<file path="src/rtl/usb4_clk_pkg.sv">
// Shared speed codes and controller state encoding for the clock-speed sequencer.
package usb4_clk_pkg;

  localparam logic [1:0] SPEED_0    = 2'b00;
  localparam logic [1:0] SPEED_1    = 2'b01;
  localparam logic [1:0] SPEED_2    = 2'b10;
  localparam logic [1:0] SPEED_RSVD = 2'b11;

  typedef enum logic [2:0] {
    ST_APPLY,
    ST_SETTLE,
    ST_RELEASE,
    ST_IDLE,
    ST_DRAIN,
    ST_GATE
  } ctrl_state_t;

  function automatic logic speed_is_rsvd(input logic [1:0] code);
    return code == SPEED_RSVD;
  endfunction

endpackage

</file>
<file path="src/rtl/clk_speed_timer.sv">
// Loadable down-counter that holds at zero; zero flag marks the last cycle of a state.
module clk_speed_timer #(
  parameter int unsigned    TW      = 8,
  parameter logic [TW-1:0] RST_VAL = '0
) (
  input  logic          local_clk,
  input  logic          rst,
  input  logic          load,
  input  logic [TW-1:0] load_val,
  output logic          zero
);

  logic [TW-1:0] count;

  // Load on state entry, otherwise count down and hold at zero.
  always_ff @(posedge local_clk or negedge rst) begin
    if (!rst) begin
      count <= RST_VAL;
    end else if (load) begin
      count <= load_val;
    end else if (count != '0) begin
      count <= count - TW'(1);
    end
  end

  assign zero = (count == '0);

endmodule

</file>
<file path="src/rtl/clk_speed_ctrl.sv">
// Sequences generation-speed changes: drain, gate clocks, apply speed with divider
// reset, settle, then re-enable the derived clocks.
module clk_speed_ctrl
  import usb4_clk_pkg::*;
#(
  parameter logic [1:0]  RESET_SPEED    = SPEED_0,
  parameter int unsigned DRAIN_CYCLES   = 16,
  parameter int unsigned DRAIN_TIMEOUT  = 200,
  parameter int unsigned GATE_CYCLES    = 4,
  parameter int unsigned DIV_RST_CYCLES = 4,
  parameter int unsigned SETTLE_CYCLES  = 64,
  parameter int unsigned TW             = 8
) (
  input  logic       local_clk,
  input  logic       rst,
  input  logic [1:0] speed_req,
  input  logic       speed_req_vld,
  output logic       speed_req_rdy,
  input  logic       dp_idle,
  output logic [1:0] gen_speed,
  output logic       div_rst_n,
  output logic       clk_gate_en,
  output logic       speed_ack,
  output logic       speed_err,
  output logic       busy
);

  localparam logic [TW-1:0] DRAIN_LD  = TW'(DRAIN_CYCLES - 1);
  localparam logic [TW-1:0] TO_LD     = TW'(DRAIN_TIMEOUT - 1);
  localparam logic [TW-1:0] GATE_LD   = TW'(GATE_CYCLES - 1);
  localparam logic [TW-1:0] DIVRST_LD = TW'(DIV_RST_CYCLES - 1);
  localparam logic [TW-1:0] SETTLE_LD = TW'(SETTLE_CYCLES - 1);

  ctrl_state_t   state;
  logic          init;
  logic [1:0]    target;
  logic [TW-1:0] idle_cnt;
  logic [TW-1:0] to_cnt;
  logic          tmr_load;
  logic [TW-1:0] tmr_val;
  logic          tmr_zero;
  logic          drain_done;
  logic          drain_to;

  // Drain completion takes priority over a timeout landing on the same cycle.
  assign drain_done = dp_idle && (idle_cnt == DRAIN_LD);
  assign drain_to   = !drain_done && (to_cnt == TO_LD);

  // Timer is reloaded with the next state's length-1 on every timed-state entry.
  always_comb begin
    tmr_load = 1'b0;
    tmr_val  = '0;
    case (state)
      ST_DRAIN:  if (drain_done) begin tmr_load = 1'b1; tmr_val = GATE_LD;   end
      ST_GATE:   if (tmr_zero)   begin tmr_load = 1'b1; tmr_val = DIVRST_LD; end
      ST_APPLY:  if (tmr_zero)   begin tmr_load = 1'b1; tmr_val = SETTLE_LD; end
      ST_SETTLE: if (tmr_zero)   begin tmr_load = 1'b1; tmr_val = '0;        end
      default: ;
    endcase
  end

  clk_speed_timer #(
    .TW      (TW),
    .RST_VAL (DIVRST_LD)
  ) u_timer (
    .local_clk (local_clk),
    .rst       (rst),
    .load      (tmr_load),
    .load_val  (tmr_val),
    .zero      (tmr_zero)
  );

  // Sequencer FSM; outputs are set on entry to each state so they are registered.
  always_ff @(posedge local_clk or negedge rst) begin
    if (!rst) begin
      state         <= ST_APPLY;
      init          <= 1'b1;
      target        <= RESET_SPEED;
      gen_speed     <= RESET_SPEED;
      div_rst_n     <= 1'b0;
      clk_gate_en   <= 1'b0;
      speed_req_rdy <= 1'b0;
      speed_ack     <= 1'b0;
      speed_err     <= 1'b0;
      busy          <= 1'b1;
      idle_cnt      <= '0;
      to_cnt        <= '0;
    end else begin
      speed_ack <= 1'b0;
      speed_err <= 1'b0;
      case (state)
        ST_IDLE: begin
          if (speed_req_vld && speed_req_rdy) begin
            if (speed_is_rsvd(speed_req)) begin
              speed_err <= 1'b1;
            end else if (speed_req == gen_speed) begin
              speed_ack <= 1'b1;
            end else begin
              target        <= speed_req;
              state         <= ST_DRAIN;
              speed_req_rdy <= 1'b0;
              busy          <= 1'b1;
              idle_cnt      <= '0;
              to_cnt        <= '0;
            end
          end
        end
        ST_DRAIN: begin
          if (drain_done) begin
            state       <= ST_GATE;
            clk_gate_en <= 1'b0;
          end else if (drain_to) begin
            state         <= ST_IDLE;
            speed_err     <= 1'b1;
            speed_req_rdy <= 1'b1;
            busy          <= 1'b0;
          end else begin
            if (!dp_idle) begin
              idle_cnt <= '0;
            end else if (idle_cnt != '1) begin
              idle_cnt <= idle_cnt + TW'(1);
            end
            if (to_cnt != '1) begin
              to_cnt <= to_cnt + TW'(1);
            end
          end
        end
        ST_GATE: begin
          if (tmr_zero) begin
            state     <= ST_APPLY;
            gen_speed <= target;
            div_rst_n <= 1'b0;
          end
        end
        ST_APPLY: begin
          if (tmr_zero) begin
            state     <= ST_SETTLE;
            div_rst_n <= 1'b1;
          end
        end
        ST_SETTLE: begin
          if (tmr_zero) begin
            state       <= ST_RELEASE;
            clk_gate_en <= 1'b1;
            speed_ack   <= !init;
          end
        end
        ST_RELEASE: begin
          state         <= ST_IDLE;
          init          <= 1'b0;
          speed_req_rdy <= 1'b1;
          busy          <= 1'b0;
        end
        default: state <= ST_APPLY;
      endcase
    end
  end

endmodule
</file>
<file path="config.mk">
export PLATFORM = sky130hd
export DESIGN_NAME = clk_speed_ctrl
export DESIGN_NICKNAME = d
export VERILOG_FILES = /design/src/rtl/usb4_clk_pkg.sv /design/src/rtl/clk_speed_timer.sv /design/src/rtl/clk_speed_ctrl.sv
export SDC_FILE = /design/constraint.sdc
export NUM_CORES = 1
export LEC_CHECK = 0
export CORE_AREA = 2 2 91 93
export CTS_BUF_LIST = sky130_fd_sc_hd__clkbuf_4
export DETAILED_ROUTE_END_ITERATION = 7
export DIE_AREA = 0 0 93 95
export PLACE_DENSITY = 0.48
export SYNTH_ARGS = -nofsm -noshare
export SYNTH_HDL_FRONTEND = slang
export SYNTH_HIERARCHICAL = 1
export SYNTH_SLANG_ARGS = --single-unit
</file>
<file path="constraint.sdc">
create_clock -name local_clk -period 3.5 [get_ports local_clk]
set_input_delay 0.7 -clock local_clk [delete_from_list [all_inputs] [get_ports local_clk]]
set_output_delay 0.7 -clock local_clk [all_outputs]
set_load 0.05 [all_outputs]
</file>
==> key figures <==
Timing
  • Least-Margin Pin Slew: 895.2 ps
  • Clk_skew: 17.87 ps
  • Max_slew headroom: 40.32%
  • FMAX: 381.4 MHz
  • Max-slew violation count: 0
  • Unrepaired setup endpoints after global routing: false
  • TNS Setup: 0 ps
  • Hold slack final: 459.1 ps
  • Final period util: 74.91%
  • Final min period: 2622 ps
  • Hold Vio Cnt, Final: 0
  • Final setup violation count: 0

Clock tree
  • Clock transition at path regs: 130 ps
  • CTS tree: built
  • Clock Latency Late Sink: 350 ps
  • Clock tree buffer depth: 2
  • Hold buffer count at CTS: 0
  • Cts bufs inserted: 5
  • Root Driver: clkbuf_4
  • H-tree levels: 2
  • CTS resizes: 0
  • CTS sink cnt: 38
  • Postcts setup bufs: 0

Synthesis
  • Cells after Synth: 246
  • Avg Cell Area, Syn: 9.394 sq um
  • Syn Std Cell Area: 0.002311 sq mm
  • Number of synthesized flops with an enable pin: 0
  • Seq cells post-synth: 38
  • Seq/Total Area, Yosys: 41.36%
  • YS warnings: 6
  • Synth Flop Type: dfrtp_1
  • Unique masters post-synth: 62
  • Async S/R FF share, synth: 100.0%

Global route
  • Vias in the first global route: 1816
  • Global Route Usage Sum: 12.86%
  • Total congestion overflow: 0
  • Largest net degree at the start of global routing: 39
  • Global-route wire length before repair: 9066 microns
  • Initial antenna violation count: 0

Route
  • TritonRoute pass-1 iters: 4
  • DR top layer: met4
  • Mean number of vias per cell: 5.182
  • WL/cell: 14.12 microns
  • Number of remaining DRC errors: 0
  • Drt initial violations: 109
  • Post-Route M1 WL: 2627 microns
  • Total number of vias: 1881
  • DRT antenna net count: 0
  • Routed wl met3: 158 microns
  • Post-Route WL: 5125 microns
  • Routed wl met2: 2272 microns

Critical path
  • Slowest stage cell, crit path: or4_4
  • FF-to-FF Start: u_timer/count[3]$_DFFE_PN0P_
  • Worst-path maximum fanout: 10
  • Crit path arrival time: 2860 ps
  • Reg2reg setup slack: 880 ps
  • Cell count of the worst reg-to-reg path: 8
  • CP Capture Type: flop
  • Worst stage delay on the critical path: 580 ps
  • CP Buf/Inv Count: 1
  • Cell Chain, Critical Path: or4_4 -> nor3_1 -> buf_4 -> nor2b_1 -> nor2b_1 -> nor2b_1 -> nor2_1 -> a221oi_1
  • R2R Path End: u_timer/count[5]$_DFFE_PN0P_
  • WS Path Type: reg -> reg
  • Delay-heaviest family, CP: simple AND/OR/NAND/NOR gates
  • Worst endpoint required time: 3740 ps
  • Worst setup SP type: flop
  • CP most frequent cell: nor2b_1

Floorplanning
  • Core area: 0.007928 sq mm
  • Die Area: 0.008835 sq mm
  • Die Ht: 95 microns
  • IO Pins: 14
  • Width of the die: 93 microns
  • Row count: 33
  • Initial core utilization: 29.15%

Finish
  • Layout cells sized above 1: 12.02%
  • Area growth syn-to-layout: 10.29%
  • Ant diodes: 0
  • Layout Nets: 266

Placement
  • Port Buffers: 13
  • Detailed Place HPWL: 3488 microns
  • RePlAce Congestion: 0.7454

Pwr
  • VDD IR max: 0.0002080 V
  • PwrDens: 422.7 mW/mm^2
  • Static Leak: 0.9894 nW

Worst hold path
  • Type of the worst min-delay path: in -> async

Job
  • Maxcap violations: 0

Status
  • Outcome: finished, final reports clean
[layout by cell type (no fill, tap or decap), types with 3 or more instances in the layout]
| cell type | count |
|---|---|
| a211o_1 | 3 |
| a21boi_0 | 3 |
| a21oi_1 | 18 |
| a31oi_1 | 9 |
| a41oi_1 | 3 |
| and3_1 | 6 |
| clkbuf_4 | 6 |
| clkdlybuf4s50_1 | 12 |
| dfrtp_1 | 34 |
| dfstp_2 | 4 |
| ha_1 | 3 |
| inv_1 | 11 |
| mux2_2 | 4 |
| mux2i_1 | 3 |
| nand2_1 | 20 |
| nand2b_1 | 5 |
| nand3_1 | 13 |
| nand4_1 | 3 |
| nor2_1 | 16 |
| nor2b_1 | 6 |
| nor3_1 | 5 |
| o21a_1 | 3 |
| o21ai_0 | 7 |
| o22a_1 | 4 |
| o31ai_1 | 4 |
| or4_1 | 3 |
[report_power, final]
part           leakage (nW)  switching [mW]  internal [mW]
Sequential            0.482          0.0753          0.486
Clock                0.0356           0.159         0.0869
Combinational         0.472           0.162          0.109
Total                 0.989           0.396          0.681
[per-stage QoR]
| step | instances | util (%) | area [sq um] | power (mW) | setup slack (ps) |
|---|---|---|---|---|---|
| global route | 363 | 32.15 | 2549 | 1.153 | 558.1 |
| detailed placement | 355 | 31.41 | 2490 | 0.8411 | 732.8 |
| global placement | 355 | 31.41 | 2490 | 0.8448 | 801.0 |
| finish | 363 | 32.15 | 2549 | 1.077 | 878.1 |
| CTS | 363 | 32.15 | 2549 | 1.099 | 809.4 |
| floorplan | 247 | - | 2315 | 0.7703 | 841.3 |
[logic make-up after synthesis]
| family | synth area share [%] |
|---|---|
| buf+inv | 5.955 |
| fa+ha+maj | 1.624 |
| xor+xnor | 0.7581 |
| other cells | 0.1623 |
| flops | 41.36 |
| mux | 3.248 |
| simple gates | 22.90 |
| compound gates | 23.99 |
[per-layer routing]
| metal | up-vias | global-route usage [%] |
|---|---|---|
| li1 | 941 | - |
| met1 | 907 | 18.31 |
| met2 | 28 | 19.57 |
| met3 | 5 | 2.554 |
| met4 | 0 | 4.167 |
| met5 | - | 0 |
[worst max path at each step]
stage                                       from                            to  slack (ps)  depth (start not counted)
detailed placement                       dp_idle  u_timer/count[5]$_DFFE_PN0P_         730                          6
floorplan           u_timer/count[3]$_DFFE_PN0P_  u_timer/count[5]$_DFFE_PN0P_         840                          8
finish              u_timer/count[3]$_DFFE_PN0P_  u_timer/count[5]$_DFFE_PN0P_         880                          8
global placement                         dp_idle  u_timer/count[0]$_DFFE_PN1P_         800                          6
global route        u_timer/count[3]$_DFFE_PN0P_  u_timer/count[5]$_DFFE_PN0P_         560                          8
CTS                 u_timer/count[3]$_DFFE_PN0P_  u_timer/count[5]$_DFFE_PN0P_         810                          8
[final cells by class]
class | count | area [sq um]
Clock inverter | 2 | 13.76
Inverter | 11 | 41.29
Sequential cell | 38 | 955.9
Timing Repair Buffer | 15 | 140.1
Tap cell | 105 | 131.4
Multi-Input combinational cell | 186 | 1221
Clock buffer | 6 | 45.04
Fill cell | 844 | 5379
[synthesized netlist by cell type, types with 4 or more instances]
cell | instances | area [sq um]
a21oi_1 | 18 | 90.09
a31oi_1 | 9 | 56.30
and3_1 | 6 | 37.54
buf_6 | 5 | 56.30
clkbuf_1 | 4 | 15.01
dfrtp_1 | 34 | 850.8
dfstp_2 | 4 | 105.1
inv_1 | 11 | 41.29
mux2_2 | 4 | 45.04
nand2_1 | 20 | 75.07
nand2b_1 | 5 | 31.28
nand3_1 | 13 | 65.06
nor2_1 | 16 | 60.06
nor2b_1 | 6 | 37.54
nor3_1 | 5 | 25.02
o21ai_0 | 7 | 35.03
o22a_1 | 4 | 35.03
o31ai_1 | 4 | 30.03
[sequential cells by signal, summed over array words and instances (netlist names), 2 cells and up]
register       count
gen_speed          2
target             2
u_timer/count      8
state              3
to_cnt             8
idle_cnt           8
Note: power is estimated with default switching activity, not from simulation.
